**src/rtl/costas_carrier_nco.sv**
```systemverilog
// rtl/costas_carrier_nco.sv - Costas loop local carrier NCO with epoch timer and Doppler cycle count
module costas_carrier_nco #(
  parameter int LOCAL_CARRIER_NCO_PHASE_WIDTH = 40,
  parameter int NCO_OUTPUT_PHASE_WIDTH        = 16,
  parameter int EPOCH_CYCLES                  = 100000
) (
  input  logic                                     iw_Clk_p_g,
  input  logic                                     iw_Rst_h_g,
  input  logic                                     iw_Nco_Enable_h,
  input  logic                                     iw_Nco_Restart_h,
  input  logic [LOCAL_CARRIER_NCO_PHASE_WIDTH-1:0] iw_Carrier_Nominal,
  input  logic                                     iw_Carrier_Loop_Output_Valid,
  input  logic [LOCAL_CARRIER_NCO_PHASE_WIDTH-1:0] iw_Carrier_Loop_Output,
  output logic [NCO_OUTPUT_PHASE_WIDTH-1:0]        ow_Nco_Phase,
  output logic                                     ow_Nco_Phase_Valid,
  output logic                                     ow_Epoch_h,
  output logic [LOCAL_CARRIER_NCO_PHASE_WIDTH-1:0] ow_Freq_Word,
  output logic                                     ow_Update_Pending,
  output logic [31:0]                              ow_Carrier_Cycles
);

  localparam int W  = LOCAL_CARRIER_NCO_PHASE_WIDTH;
  localparam int N  = NCO_OUTPUT_PHASE_WIDTH;
  localparam int CW = (EPOCH_CYCLES > 2) ? $clog2(EPOCH_CYCLES) : 1;
  localparam logic [CW-1:0] EPOCH_LAST = CW'(EPOCH_CYCLES - 1);

  logic [W-1:0]  phase_q;
  logic [CW-1:0] epoch_cnt_q;
  logic [31:0]   cycle_cnt_q;
  logic [W-1:0]  pending_q;

  logic [W:0]    sum;
  logic          carry;
  logic          epoch_end;
  logic [W-1:0]  corr_sel;
  logic          apply_corr;
  logic [32:0]   cyc_sum;
  logic [31:0]   cyc_next;

  // Phase step, epoch detection, correction selection and saturating overflow count
  always_comb begin
    sum        = {1'b0, phase_q} + {1'b0, ow_Freq_Word};
    carry      = sum[W];
    epoch_end  = iw_Nco_Enable_h && (epoch_cnt_q == EPOCH_LAST);
    corr_sel   = iw_Carrier_Loop_Output_Valid ? iw_Carrier_Loop_Output : pending_q;
    apply_corr = epoch_end && (iw_Carrier_Loop_Output_Valid || ow_Update_Pending);
    cyc_sum    = {1'b0, cycle_cnt_q} + 33'(carry);
    cyc_next   = cyc_sum[32] ? 32'hFFFF_FFFF : cyc_sum[31:0];
  end

  // Phase accumulator, epoch timer, overflow counter and DDS phase output
  always_ff @(posedge iw_Clk_p_g or posedge iw_Rst_h_g) begin
    if (iw_Rst_h_g) begin
      phase_q            <= '0;
      epoch_cnt_q        <= '0;
      cycle_cnt_q        <= '0;
      ow_Nco_Phase       <= '0;
      ow_Nco_Phase_Valid <= 1'b0;
      ow_Epoch_h         <= 1'b0;
      ow_Carrier_Cycles  <= '0;
    end else if (iw_Nco_Restart_h) begin
      phase_q            <= '0;
      epoch_cnt_q        <= '0;
      cycle_cnt_q        <= '0;
      ow_Nco_Phase_Valid <= 1'b0;
      ow_Epoch_h         <= 1'b0;
      ow_Carrier_Cycles  <= '0;
    end else if (iw_Nco_Enable_h) begin
      phase_q            <= sum[W-1:0];
      ow_Nco_Phase       <= phase_q[W-1 -: N];
      ow_Nco_Phase_Valid <= 1'b1;
      ow_Epoch_h         <= epoch_end;
      if (epoch_end) begin
        epoch_cnt_q       <= '0;
        ow_Carrier_Cycles <= cyc_next;
        cycle_cnt_q       <= '0;
      end else begin
        epoch_cnt_q       <= epoch_cnt_q + CW'(1);
        cycle_cnt_q       <= cyc_next;
      end
    end else begin
      ow_Nco_Phase_Valid <= 1'b0;
      ow_Epoch_h         <= 1'b0;
    end
  end

  // Correction latch and epoch-aligned frequency word update
  always_ff @(posedge iw_Clk_p_g or posedge iw_Rst_h_g) begin
    if (iw_Rst_h_g) begin
      pending_q         <= '0;
      ow_Update_Pending <= 1'b0;
      ow_Freq_Word      <= '0;
    end else if (iw_Nco_Restart_h) begin
      pending_q         <= '0;
      ow_Update_Pending <= 1'b0;
      ow_Freq_Word      <= iw_Carrier_Nominal;
    end else if (apply_corr) begin
      ow_Freq_Word      <= iw_Carrier_Nominal + corr_sel;
      ow_Update_Pending <= 1'b0;
    end else if (iw_Carrier_Loop_Output_Valid) begin
      pending_q         <= iw_Carrier_Loop_Output;
      ow_Update_Pending <= 1'b1;
    end
  end

endmodule

```
**config.mk**
```make
export PLATFORM = sky130hd
export DESIGN_NAME = costas_carrier_nco
export DESIGN_NICKNAME = d
export VERILOG_FILES = /design/src/rtl/costas_carrier_nco.sv
export SDC_FILE = /design/constraint.sdc
export NUM_CORES = 1
export LEC_CHECK = 0
export CAP_MARGIN = 20
export CORE_UTILIZATION = 57
export CTS_BUF_LIST = sky130_fd_sc_hd__clkbuf_16
export DETAILED_ROUTE_END_ITERATION = 8
export PLACE_DENSITY = 0.81
export SETUP_SLACK_MARGIN = 0.2
export SLEW_MARGIN = 10
export SYNTH_ARGS = -nofsm -noshare
export SYNTH_HDL_FRONTEND = slang
export SYNTH_SLANG_ARGS = --single-unit
```
**constraint.sdc**
```tcl
create_clock -name iw_Clk_p_g -period 12.7 [get_ports iw_Clk_p_g]
set_input_delay 3.175 -clock iw_Clk_p_g [delete_from_list [all_inputs] [get_ports iw_Clk_p_g]]
set_output_delay 3.175 -clock iw_Clk_p_g [all_outputs]
set_load 0.02 [all_outputs]
```
# Word-level counts from Yosys, hierarchy flattened
# Index checks and enable logic that the tools add are counted.
[classes] muxes=24 shifts=0 add_sub_neg=4 n_mul=0 bitwise=1 n_lt_le_gt_ge=0 div=0 n_eq_ne=2 reduce_logical=9
[ops] op="two-way mux 40 bit" count=7
[ops] op="two-way mux 32 bit" count=7
[ops] op="two-way mux 17 bit" count=3
[ops] op="adder 40 x 40 -> 41 bit" count=1
[ops] op="adder 40 bit" count=1
[ops] op="adder 32 x 1 -> 33 bit" count=1
[ops] op="adder 17 x 1 -> 17 bit (second input constant)" count=1
[ops] op="equality test 17 bit (second input constant)" count=1
[ops] op="two-way mux 1 bit" count=7
[ops] op="nonzero test 2 bit" count=3
[ops] op="AND reduction 2 bit" count=2
[ops] op="nonzero test 3 bit" count=1
[ops] op="logical AND 1 bit" count=2
[ops] op="inequality test 2 bit (second input constant)" count=1
[ops] op="logical OR 1 bit" count=1
[ops] op="inverter 1 bit" count=1
[totals] elab_cells=50 ramBits=0 rom_bits=0 register_bits=220 n_memories=0 latch_bits=0

# Depth between registers and ports, before layout
# Gate-level depths: netlist (run 1).
[logic_depth] depth_word=6 mapped_depth=22 mapped_depth_nobuf=21

# Worst setup path before layout (run 1)
# Ideal clock, no wire load.
[synth_path] path_type="in2reg" startpoint="input port iw_Carrier_Loop_Output_Valid" endpoint="register ow_Freq_Word[38]" slack_ns=6.402 path_stages=14 arrival_ns=6.202 path_cell_list="clkbuf_1 buf_1 mux2_2 ha_1 buf_2 a21oi_1 nor3_1 a41oi_1 o21ai_1 o41a_1 o21ai_1 o211ai_1 xnor2_1 o31ai_1"
[synth_between] elab_chain_cells=4 elab_cells_between_ends=7
[synth_rtl] item="start, declared" line_no="12" text="input logic iw_Carrier_Loop_Output_Valid,"
[synth_rtl] item="two-way mux 40 bit"
[synth_rtl] item="adder 40 bit" line_no="98" text="ow_Freq_Word <= iw_Carrier_Nominal + corr_sel;"
[synth_rtl] item="two-way mux 40 bit" line_no="97" text="end else if (apply_corr) begin"
[synth_rtl] item="two-way mux 40 bit" line_no="93" text="end else if (iw_Nco_Restart_h) begin"
[synth_rtl] item="end signal, assigned" line_no="96" text="ow_Freq_Word <= iw_Carrier_Nominal;"
[synth_rtl] item="end signal, assigned" line_no="98"
[synth_rtl] item="end, declared" line_no="17" text="output logic [LOCAL_CARRIER_NCO_PHASE_WIDTH-1:0] ow_Freq_Word,"
# Several ways; a longest one is shown, not always the timed one. The select of a mux whose other input is x is not followed.
# A chain may end at the register's enable or synchronous reset.

# Worst setup path after layout (run 1)
[layout_path] startpoint="input port iw_Carrier_Loop_Output_Valid" endpoint="register ow_Freq_Word[39]"
# The elaborated chain is that of the path after synthesis.

==> results.cfg, run 1 <==
[outcome]
outcome = finished, final reports clean

[placed_design]
port_buffers = 175
place_hpwl_mm = 26.6
place_ws_ps = 5710
gp_congestion = 1.02

[worst_setup_path]
crit_fanout = 44
worstPathArrival_ps = 7050
slowest_delay_ps = 820
crit_slowest_cell = buf_2
reg2reg_depth = 20
critPathCaptureType = flip-flop
crit_chain = buf_2 > mux2_2 > ha_1 > nand2_1 > nor4_1 > nand4_1 > a21oi_1 > o21ai_0 > a21oi_1 > o211ai_1 > a31o_2 > a31o_1
endpoint = ow_Freq_Word[39]
startpoint = iw_Carrier_Loop_Output_Valid
crit_path_start_kind = primary input
required_ps = 13120
reg2reg_slack_ps = 7100
worstReg2RegEnd = ow_Carrier_Cycles[22]
cpMostUsedCell = a21oi_1
crit_type = in2reg
regToRegStartpoint = ow_Freq_Word[0]

[synth]
yosysMostFrequentCell = dfrtp_1
syn_area_mm2 = 0.0145
synth-async-reset-ratio_pct = 100
synth-edff-count = 0
syn_inst = 1659
syn_area_per_cell_um2 = 8.73
synth_area_leader_cell = dfrtp_1
syn_nets = 1828
synth_common_cells = dfrtp_1, nand2_1, a21oi_1
ys_warn_count = 0
synth_top_area_share_pct = 38.0
synth_cell_types = 87
yosys-top-cells-area = dfrtp_1, ha_1, nand2_1, a21oi_1, o21ai_0
ys_seq_area_share_pct = 38.0
ys_seq_elements = 220
synth_ff_type = dfrtp_1

[floorplanning]
initial_utilization_pct = 58.9
io_pins = 176
chipHeight_um = 161
dieArea_mm2 = 0.0261
die_w_um = 161
rows = 57
core-area_mm2 = 0.0246

[worst_hold_path]
min_path_cells = 2
hold_class = reg2reg

[clock_network]
post_cts_resized = 0
cts_made_buffers = 25
clock_path_buffers = 3
cts.clk_slew.worst_paths_ps = 60
hold_buffers = 0
cts_setup_buffers = 0
cts-root-buf = clkbuf_16
numClockSinks = 220
cts_tree = done
htreeDepth = 1
clk_latency_ps = 540

[sta]
finalSetupViolCount = 0
rsz0062_at_grt = false
fin_skew_ps = 19.0
period_share_pct = 52.2
drv_slew = 0
hold_viol_final = 0
max_slew_margin_pct = 25.7
tightest_slew_ps = 1110
finalSetupTns_ps = 0
setup_slack_ps = 6070
period_minus_slack_ps = 6630
max_freq_ghz = 0.151

[flow_run]
maxCapViolations = 0

[global_route]
antenna_found_initial = 0
grt_max_degree = 152
grt_pass1_vias = 12700
gr-total-overflow = 0
grt.total_usage_pct = 29.9
grt_pass1_wl_mm = 63.6

[detailed_routing]
drt-pass1-iter-count = 6
drtAntennaViolNets = 0
drc = 0
wl_per_cell_um = 18.1
routed_via_density = 6.17
vias = 13100
drt_iter0_markers = 1023
wl_mm = 38.6

[cells_and_area]
fin_nets = 1953
drive_gt1_share_pct = 6.99
fin_util_pct = 69.9
n_antenna_cell = 0
area_growth_syn_to_layout_pct = 18.7

[power]
power.total_mw = 2.04
p_leak_nw = 7.86
ir_drop_mv = 0.0875
power_density_mw_per_mm2 = 119
==> stage by stage <==
stage / area (um2) / hold slack [ps] / std cells
after floorplan: 14500 / 454 / 1659
after global placement: 16400 / 452 / 2079
after detailed placement: 16400 / 462 / 2079
after CTS: 17200 / 471 / 2125
after global routing: 17200 / 493 / 2127
final: 17200 / 466 / 2127
==> layout make-up <==
type	count	area, um2
Clock buffer	25	626
Inverter	38	150
Clock inverter	21	145
Timing Repair Buffer	189	1870
Tap cell	324	405
Multi-Input combinational cell	1310	8490
Fill cell	1904	7410
Sequential cell	220	5510
==> cells by family (layout without fill, tap and decap cells) <==
group,count (synthesis),after routing,synth area share [%]
AOI/OAI and AO/OA,522,522,23.2
xor gates and xnor gates,96,96,5.80
adders and majority gates,84,84,7.36
buffers and inverters,129,273,3.51
DFF,220,220,38.0
muxes,62,62,4.63
and+or+nand+nor,546,546,17.5
==> cells in the final DEF, fill, tap and decap left out, types with 25 or more instances in the layout <==
master	instances
nor3_1	26
xor2_1	47
nand2_1	211
o21ai_0	121
clkdlybuf4s50_1	172
inv_1	44
a22o_1	53
xnor2_1	49
nand3_1	38
ha_1	82
nor2_1	151
a21oi_1	155
clkbuf_16	25
dfrtp_1	220
a21o_1	47
mux2_2	40
==> layer usage <==
| layer | vias up | track usage, % | wire length, um |
|---|---|---|---|
| li1 | 6235 | - | - |
| met1 | 6333 | 41.5 | 17300 |
| met2 | 474 | 48.4 | 17800 |
| met3 | 71 | 4.52 | 2710 |
| met4 | 0 | 8.40 | 844 |
| met5 | - | 0 | 0 |
==> worst min path at each step <==
stage	startpoint	to
after detailed placement	ow_Carrier_Cycles[15]	ow_Carrier_Cycles[15]
final	ow_Carrier_Cycles[15]	ow_Carrier_Cycles[15]
after CTS	ow_Carrier_Cycles[15]	ow_Carrier_Cycles[15]
after global placement	ow_Carrier_Cycles[26]	ow_Carrier_Cycles[26]
after global routing	ow_Nco_Phase[10]	ow_Nco_Phase[10]
after floorplan	phase_q[12]	phase_q[12]
==> critical path, delay by kind of cell <==
kind | cells | cell delay [ps]
compound gates | 6 | 1230
buf+inv | 1 | 820
simple gates | 3 | 890
fa+ha+maj | 1 | 490
mux | 1 | 440
==> registers in the layout, summed over array words and instances, names as in the netlist <==
register,flops
ow_Freq_Word,40
ow_Nco_Phase_Valid,1
ow_Nco_Phase,16
ow_Epoch_h,1
cycle_cnt_q,32
epoch_cnt_q,17
phase_q,40
ow_Carrier_Cycles,32
ow_Update_Pending,1
pending_q,40
==> power breakdown <==
group          internal, mW  switching, mW
sequential            0.749         0.0439
combinational         0.243          0.315
clock                 0.396          0.292
total                  1.39          0.651
(Power assumes the default switching activity.)
==> inputs of run 2 (changes only) <==
clock period = 6.6 ns   (was 12.7 ns; I/O delays follow)
==> run 2 against run 1 <==
Net effect: via count rose by 0.49%; non-clock buffer count did not move; clock-buffer cell count did not move; sequential share of layout area fell by 0.10 points; critical endpoint is now ow_Carrier_Cycles[22]; largest power group unchanged.
==> results.cfg, run 2 (synthesis gave the netlist of run 1 again) <==
[detailed_routing]
wl_per_cell_um = 18.5
drc = 0
drt_iter0_markers = 1191
wl_mm = 39.2
drtAntennaViolNets = 0
routed_via_density = 6.20
drt-pass1-iter-count = 6
vias = 13200

[cells_and_area]
layout_common_cells = dfrtp_1, nand2_1, clkdlybuf4s50_1, a21oi_1, nor2_1
ff_latch_area_mm2 = 0.00551
area_growth_syn_to_layout_pct = 19.0
n_antenna_cell = 0
multi_input_area_mm2 = 0.00849
final_cells = 2126
largest_registers = ow_Freq_Word x40, pending_q x40, phase_q x40
mostFrequentLayoutCell = dfrtp_1
fin_nets = 1953
fin_util_pct = 70.1
drive_gt1_share_pct = 7.10
fillCellCount = 1919

[floorplanning]
dieArea_mm2 = 0.0261
initial_utilization_pct = 58.9
io_pins = 176
rows = 57
die_w_um = 161
chipHeight_um = 161
core-area_mm2 = 0.0246

[global_route]
grt.total_usage_pct = 30.1
grt_pass1_wl_mm = 63.7
grt_max_degree = 133
grt_pass1_vias = 12800
antenna_found_initial = 0
gr-total-overflow = 0

[clock_network]
cts_made_buffers = 25
cts_setup_buffers = 0
cts.clk_slew.worst_paths_ps = 60
htreeDepth = 1
hold_buffers = 0
clock_path_buffers = 3
numClockSinks = 220
cts-root-buf = clkbuf_16
cts_tree = done
clk_latency_ps = 550
post_cts_resized = 0

[worst_setup_path]
crit_type = reg2reg
critPathTopFamily = simple AND/OR/NAND/NOR gates
crit_slowest_cell = nand2b_1
crit_path_start_kind = flip-flop
critPathCaptureType = flip-flop
path_buf_inv = 1
crit_chain = ha_1 > inv_1 > fa_1 > nor2b_1 > o31a_1 > o211ai_2 > o31ai_1 > a21oi_2 > o311ai_1 > nor3b_1 > o22a_1 > ha_1 > nand2_1 > nor3_4 > nand4_2 > nor3_2 > nand2b_1 > o21ai_0 > mux2i_1 > nor2_1
cpMostUsedCell = ha_1
worstPathArrival_ps = 5720
slowest_delay_ps = 460
required_ps = 7070
crit_fanout = 20

[flow_run]
maxCapViolations = 0

[sta]
finalSetupTns_ps = 0
tightest_slew_ps = 1090
period_minus_slack_ps = 5240
rsz0062_at_grt = false
hold_viol_final = 0
fin_skew_ps = 9.96
drv_slew = 0
period_share_pct = 79.5
max_slew_margin_pct = 27.6
finalSetupViolCount = 0
max_freq_ghz = 0.191

[power]
power.total_mw = 4.03
p_leak_nw = 7.86
power_density_mw_per_mm2 = 234
ir_drop_mv = 0.204

[placed_design]
gp_congestion = 0.997
port_buffers = 175
post-place-cells = 2080
place_hpwl_mm = 27.1

[worst_hold_path]
hold_class = reg2reg

[outcome]
outcome = finished, final reports clean
run 2: cell count changes in the layout (fill, tap and decap cells not counted), sizes merged:
cell and change:
clkinv -1, clkinvlp +3, bufinv +2, inv -5
run 2: report_power, final:
| group | leakage (nW) | total (mW) | internal (mW) | switching (mW) |
|---|---|---|---|---|
| Clock | 0.410 | 1.44 | 0.848 | 0.588 |
| Sequential | 2.93 | 1.52 | 1.44 | 0.0826 |
| Combinational | 4.51 | 1.07 | 0.468 | 0.606 |
| Total | 7.86 | 4.03 | 2.76 | 1.28 |
run 2: worst reg2reg max path, stage by stage, from the launching register on:
cell,delay [ps]
dfrtp_1,380
ha_1,200
inv_1,60
fa_1,390
nor2b_1,160
o31a_1,220
o211ai_2,170
o31ai_1,330
a21oi_2,160
o311ai_1,360
nor3b_1,240
o22a_1,250
ha_1,190
nand2_1,220
nor3_4,420
nand4_2,230
nor3_2,180
nand2b_1,460
o21ai_0,310
mux2i_1,110
nor2_1,110
run 2: layer usage:
layer / wire, um / track usage [%]
met5: 0 / 0
met1: 16800 / 41.0
met4: 1210 / 10.3
met2: 18400 / 49.2
met3: 2790 / 4.26
run 2: worst paths after layout:
path	depth (start not counted)	from	endpoint	slack [ps]
setup / recovery	20	ow_Freq_Word[0]	ow_Carrier_Cycles[22]	1360
hold / removal	2	ow_Carrier_Cycles[26]	ow_Carrier_Cycles[26]	460
setup reg to reg	20	ow_Freq_Word[0]	ow_Carrier_Cycles[22]	1360
hold reg to reg	2	ow_Carrier_Cycles[26]	ow_Carrier_Cycles[26]	460
max in group asynchronous	3	iw_Rst_h_g	pending_q[4]	4270
min in group asynchronous	2	iw_Rst_h_g	ow_Nco_Phase[4]	1380
run 2: final cells by class:
type	count	share of cell area (%)
Clock buffer	25	3.63
Clock inverter	20	1.24
Sequential cell	220	31.9
Inverter	38	0.849
Multi-Input combinational cell	1310	49.2
Timing Repair Buffer	189	10.8
Tap cell	324	2.35
run 2: stage by stage:
stage	hold slack [ps]	setup WS [ps]	area, um2
after floorplan	454	1830	14500
after global placement	454	1180	16400
after detailed placement	455	1110	16400
after CTS	469	1350	17200
after global routing	502	771	17200
final	464	1360	17200
